==> src/rtl/pipeline_sequencer.sv <==
`default_nettype none
// ============================================================================
//  Module      : pipeline_sequencer
//  Description : Parametrised pipeline stage-register sequencer. Holds
//                NUM_STAGES payload registers with valid and halt-marker
//                bits. It applies per-stage stall (bubble insertion) and
//                per-stage flush. A run/step/halt state machine gates all
//                advancement and is controlled by the debugger. The block
//                also keeps advance-cycle and retire counters.
//
//  Ports       : i_clk, i_rst       clock, synchronous active-high reset
//                i_run, i_mode      start pulse, 0=continuous 1=single-step
//                i_step             single-step advance pulse
//                i_stall_req        per-stage hold request
//                i_flush            per-stage invalidate
//                i_in_data/valid/halt, o_in_ready   stage-0 input handshake
//                o_stage_data       stage k at [k*DATA_W +: DATA_W]
//                o_stage_valid      per-stage valid
//                o_adv              global advance enable
//                o_state            00 IDLE, 01 RUN, 10 STEP, 11 HALTED
//                o_cycle_cnt        advance cycles since last start
//                o_retire_cnt       valid entries retired since last start
//                o_halted           state is HALTED
//
//  Revision    : 1.0  initial release
// ============================================================================
module pipeline_sequencer #(
    parameter int NUM_STAGES = 4,
    parameter int DATA_W     = 129,
    parameter int CNT_W      = 32
) (
    input  logic                         i_clk,
    input  logic                         i_rst,
    input  logic                         i_run,
    input  logic                         i_mode,
    input  logic                         i_step,
    input  logic [NUM_STAGES-1:0]        i_stall_req,
    input  logic [NUM_STAGES-1:0]        i_flush,
    input  logic [DATA_W-1:0]            i_in_data,
    input  logic                         i_in_valid,
    input  logic                         i_in_halt,
    output logic                         o_in_ready,
    output logic [NUM_STAGES*DATA_W-1:0] o_stage_data,
    output logic [NUM_STAGES-1:0]        o_stage_valid,
    output logic                         o_adv,
    output logic [1:0]                   o_state,
    output logic [CNT_W-1:0]             o_cycle_cnt,
    output logic [CNT_W-1:0]             o_retire_cnt,
    output logic                         o_halted
);

    localparam logic [1:0] c_st_idle   = 2'b00;
    localparam logic [1:0] c_st_run    = 2'b01;
    localparam logic [1:0] c_st_step   = 2'b10;
    localparam logic [1:0] c_st_halted = 2'b11;

    logic [DATA_W-1:0]     r_data [NUM_STAGES];
    logic [NUM_STAGES-1:0] r_valid;
    logic [NUM_STAGES-1:0] r_halt;
    logic [1:0]            r_state;
    logic [CNT_W-1:0]      r_cycle_cnt;
    logic [CNT_W-1:0]      r_retire_cnt;

    logic [DATA_W-1:0]     w_nxt_data [NUM_STAGES];
    logic [NUM_STAGES-1:0] w_nxt_valid;
    logic [NUM_STAGES-1:0] w_nxt_halt;
    logic [NUM_STAGES-1:0] w_hold;
    logic [1:0]            w_nxt_state;
    logic                  w_adv;
    logic                  w_draining;
    logic                  w_in_ready;
    logic                  w_accept;
    logic                  w_retire;
    logic                  w_retire_valid;
    logic                  w_retire_halt;
    logic                  w_start;

    // A stall at stage k freezes every stage upstream of it, so the hold for
    // stage s is the OR of all stall requests from s to the end.
    for (genvar s = 0; s < NUM_STAGES; s++) begin : g_hold
        assign w_hold[s] = |i_stall_req[NUM_STAGES-1:s];
    end

    assign w_adv = (r_state == c_st_run) || ((r_state == c_st_step) && i_step);

    // Once a halt marker is anywhere in the pipe, fetch stops so that the
    // marker can drain out cleanly. Flushing the marker cancels the drain.
    assign w_draining = |(r_valid & r_halt);
    assign w_in_ready = w_adv && !w_hold[0] && !w_draining;
    assign w_accept   = i_in_valid && w_in_ready;

    assign w_retire       = w_adv && !w_hold[NUM_STAGES-1] && !i_flush[NUM_STAGES-1];
    assign w_retire_valid = w_retire && r_valid[NUM_STAGES-1];
    assign w_retire_halt  = w_retire_valid && r_halt[NUM_STAGES-1];

    assign w_start = i_run && ((r_state == c_st_idle) || (r_state == c_st_halted));

    // Next stage contents. Priority: flush, keep, load/bubble/copy.
    always_comb begin
        for (int s = 0; s < NUM_STAGES; s++) begin
            w_nxt_data[s]  = r_data[s];
            w_nxt_valid[s] = r_valid[s];
            w_nxt_halt[s]  = r_halt[s];
        end

        if (i_flush[0]) begin
            w_nxt_data[0]  = '0;
            w_nxt_valid[0] = 1'b0;
            w_nxt_halt[0]  = 1'b0;
        end else if (w_adv && !w_hold[0]) begin
            w_nxt_data[0]  = i_in_data;
            w_nxt_valid[0] = w_accept;
            w_nxt_halt[0]  = w_accept && i_in_halt;
        end

        for (int s = 1; s < NUM_STAGES; s++) begin
            if (i_flush[s]) begin
                w_nxt_data[s]  = '0;
                w_nxt_valid[s] = 1'b0;
                w_nxt_halt[s]  = 1'b0;
            end else if (w_adv && !w_hold[s]) begin
                if (w_hold[s-1]) begin
                    // Upstream is frozen: insert a bubble behind the stall.
                    w_nxt_data[s]  = '0;
                    w_nxt_valid[s] = 1'b0;
                    w_nxt_halt[s]  = 1'b0;
                end else begin
                    w_nxt_data[s]  = r_data[s-1];
                    w_nxt_valid[s] = r_valid[s-1];
                    w_nxt_halt[s]  = r_halt[s-1];
                end
            end
        end
    end

    always_comb begin
        w_nxt_state = r_state;
        case (r_state)
            c_st_idle, c_st_halted: begin
                if (i_run) begin
                    w_nxt_state = i_mode ? c_st_step : c_st_run;
                end
            end
            c_st_run: begin
                if (w_retire_halt) begin
                    w_nxt_state = c_st_halted;
                end else if (i_mode) begin
                    w_nxt_state = c_st_step;
                end
            end
            default: begin
                if (w_retire_halt) begin
                    w_nxt_state = c_st_halted;
                end else if (!i_mode) begin
                    w_nxt_state = c_st_run;
                end
            end
        endcase
    end

    always_ff @(posedge i_clk) begin
        if (i_rst) begin
            for (int s = 0; s < NUM_STAGES; s++) begin
                r_data[s] <= '0;
            end
            r_valid <= '0;
            r_halt  <= '0;
            r_state <= c_st_idle;
        end else begin
            for (int s = 0; s < NUM_STAGES; s++) begin
                r_data[s] <= w_nxt_data[s];
            end
            r_valid <= w_nxt_valid;
            r_halt  <= w_nxt_halt;
            r_state <= w_nxt_state;
        end
    end

    // A start is only accepted in IDLE/HALTED, where o_adv is low, so
    // clearing and counting can never collide.
    always_ff @(posedge i_clk) begin
        if (i_rst || w_start) begin
            r_cycle_cnt  <= '0;
            r_retire_cnt <= '0;
        end else begin
            if (w_adv && (r_cycle_cnt != '1)) begin
                r_cycle_cnt <= r_cycle_cnt + 1'b1;
            end
            if (w_retire_valid && (r_retire_cnt != '1)) begin
                r_retire_cnt <= r_retire_cnt + 1'b1;
            end
        end
    end

    for (genvar s = 0; s < NUM_STAGES; s++) begin : g_out
        assign o_stage_data[s*DATA_W +: DATA_W] = r_data[s];
    end

    assign o_stage_valid = r_valid;
    assign o_in_ready    = w_in_ready;
    assign o_adv         = w_adv;
    assign o_state       = r_state;
    assign o_cycle_cnt   = r_cycle_cnt;
    assign o_retire_cnt  = r_retire_cnt;
    assign o_halted      = (r_state == c_st_halted);

endmodule
`default_nettype wire

==> config.mk <==
export PLATFORM = sky130hd
export DESIGN_NAME = pipeline_sequencer
export DESIGN_NICKNAME = d
export VERILOG_FILES = /design/src/rtl/pipeline_sequencer.sv
export SDC_FILE = /design/constraint.sdc
export NUM_CORES = 1
export LEC_CHECK = 0
export ABC_CLOCK_PERIOD_IN_PS = 2700
export CORE_AREA = 2 2 282 284
export DETAILED_ROUTE_END_ITERATION = 6
export DIE_AREA = 0 0 284 286
export SLEW_MARGIN = 20
export SYNTH_ARGS = -nofsm -noshare
export SYNTH_HDL_FRONTEND = slang
export SYNTH_SLANG_ARGS = --single-unit
==> constraint.sdc <==
create_clock -name i_clk -period 2.7 [get_ports i_clk]
set_clock_uncertainty 0.15 [all_clocks]
set_input_delay 0.54 -clock i_clk [delete_from_list [all_inputs] [get_ports i_clk]]
set_output_delay 0.54 -clock i_clk [all_outputs]
set_load 0.01 [all_outputs]
==> reports/qor.csv <==
metric,value,unit
place.port_buffers,732,
grt_use_total,22.3,%
synth_edf_count,0,
synth_warnings,0,
dp_hpwl,67300,um
start_kind,flop,
final_cell_mix,"clkdlybuf4s50_1 (728), dfxtp_1 (589), nand2_1 (559)",
antenna_found_initial,4,
ios,733,
dr_total_vias,22100,
layout-drive-gt1-share,7.78,%
viasPerCell,5.01,
cts_setup_buffers,0,
hold_class,flop to flop,
wl_per_cell,21.7,um
synth_cell_types,56,
syn_to_final_growth,51.9,%
route.detailed.drc,0,
die_x,284,um
maxSlewViolCount,0,
fin_tns_setup,0,ns
die-area,81200,um^2
place.gp.congestion,0.870,
critPathKind,flop to primary output,
routed_wl,95400,um
cpMaxStageDelayCell,dfxtp_2,
drt_iter0_markers,1560,
muxShareOfSynthArea,0.236,%
relSlewSlack,50.4,%
finalHoldWorstSlack,0.297,ns
core,78400,um^2
start_util,28.4,%
end_kind,primary output,
fmax,383,MHz
max_cap_violations,0,
status,completed,
grt_pass1_vias,21000,
setup_viol,0,
hold_viol,0,
die_h,286,um
syn_inst,2607,
synthesis.nets,2757,
firstDrtPassIters,5,
power_density,612,nW/um^2
synth_compound_area_share,16.8,%
synthXorXnorAreaFrac,0.118,%
grt_max_degree,133,
tightest_slew,0.744,ns
critPathMaxFanout,6,
clockBufferDepth,3,
ant_nets,0,
cts-root-buf,clkbuf_16,
post-route-min-period,2.61,ns
cp_cell_sequence,"inv_2, ha_2, a21oi_4, clkinv_4, dlygate4sd2_1",
grt_pass1_wl,140000,um
ys_ff_latch,590,
synth_flop_cell,dfxtp_1,
num-fill-cells,7826,
syn-cell-area,22200,um^2
row_count,103,
layout_commonest_cell,clkdlybuf4s50_1,
clk_latency,0.60,ns
async_flop_share,0,%
ys_seq_area_share,53.1,%
synth_top_family_by_area,simple AND/OR/NAND/NOR gates,
worstSetupPathDepth,5,
htree_levels,3,
critPathMaxStageDelay,0.38,ns
cp_top_family,buffers and inverters,
p_leak,10.6,nW
min_path_cells,2,
synth_fa_ha_area_share,0.338,%
finalCritPeriodShare,96.8,%
cts_buffers,70,
arrival,1.92,ns
rsz0062_at_grt,false,
nets,3454,
fin_util,43.1,%
yosys.area_share.simple,25.3,%
ir_drop,0.385,mV
grt_overflow_total,0,
cts_tree,yes,
cp.required,2.01,ns
worst_r2r_path_depth,8,
cts_sinks,590,
path_buf_inv,3,
synth.avg_cell_area,8.53,um^2
path_clk_slew,0.06,ns
-- logic make-up (layout without fill, tap and decap cells) --
logic type / count (synthesis) / after routing
AO/OA/AOI/OAI: 649 / 649
XOR/XNOR: 3 / 3
adder cells (fa/ha/maj): 6 / 6
buffers and inverters: 232 / 979
flip-flops: 590 / 590
multiplexers: 5 / 5
other: 0 / 2
AND/OR/NAND/NOR: 1122 / 1122
-- worst min-delay path, delay by kind of cell (launching register included) --
| family | cells | cell delay, ns |
|---|---|---|
| AO/OA/AOI/OAI | 1 | 0.05 |
| flip-flops | 1 | 0.31 |
| AND/OR/NAND/NOR | 1 | 0.05 |
-- cell type report --
cell class / instances / area (um^2) / area share, %
diodes: 2 / 5.00 / 0.0148
clock buffers: 95 / 1990 / 5.89
clock inverters: 27 / 319 / 0.945
inverters: 14 / 57.6 / 0.170
multi-input cells: 1785 / 9620 / 28.5
flip-flops and latches: 590 / 11800 / 35.0
well taps: 1050 / 1310 / 3.89
repair buffers: 843 / 8640 / 25.6
-- cell usage after synthesis, types with 11 or more instances --
library cell	number	area, um^2
dfxtp_1	590	11800
nand2_1	560	2100
a21oi_1	441	2210
nand3b_1	262	1970
clkbuf_1	193	724
nor2_1	161	604
a22oi_1	132	991
nand3_1	32	160
o21ai_0	25	125
or3_1	21	131
or4_1	17	128
buf_2	16	80.1
o31ai_1	16	120
inv_1	13	48.8
a31oi_1	11	68.8
nand4_1	11	68.8
-- report_power, final --
part           total (mW)  switching, mW  internal, mW  leakage [nW]
Sequential           8.78         0.0391          8.74          4.75
Clock                9.51           3.93          5.58          1.13
Combinational        2.36           1.52         0.837          4.76
Total                20.7           5.49          15.2          10.6
-- metal layers --
| metal | up-vias | share of wire (%) | track usage, % |
|---|---|---|---|
| met5 | - | 0.012 | 0 |
| met4 | 2 | 3.8 | 8.58 |
| met3 | 170 | 6.4 | 4.83 |
| met2 | 796 | 49 | 38.7 |
| met1 | 10700 | 41 | 27.0 |
| li1 | 10400 | - | - |
-- final timing paths --
check	start	slack (ns)	endpoint
setup / recovery	o_state[0]	0.09	o_adv
hold / removal	r_data[3][92]	0.30	r_data[3][92]
setup reg to reg	o_state[0]	0.24	r_data[0][91]
hold reg to reg	r_data[3][92]	0.30	r_data[3][92]
-- sequential cells by signal, indices dropped and copies added, names as in the netlist --
signal and cells:
o_cycle_cnt 32, o_retire_cnt 32, o_state 2, r_halt 4, o_stage_valid 4, r_data 516
-- per-stage QoR --
step	worst slack, ns	std cells	instance area (um^2)	power (mW)
finish	0.0874	4406	33800	20.7
global route	0.00374	4406	33800	21.3
CTS	0.00516	4404	33800	20.9
detailed placement	-0.261	4282	31400	11.3
global placement	-0.253	4282	31400	11.3
floorplan	0.338	2607	22200	10.0
-- what timing repair did --
item	in CTS	in global routing
pin swaps	3	1
hold buffers	0	0
setup endpoints to repair	2	1
gates resized for setup	16	0
No activity file was read; power rests on OpenSTA's default activity.
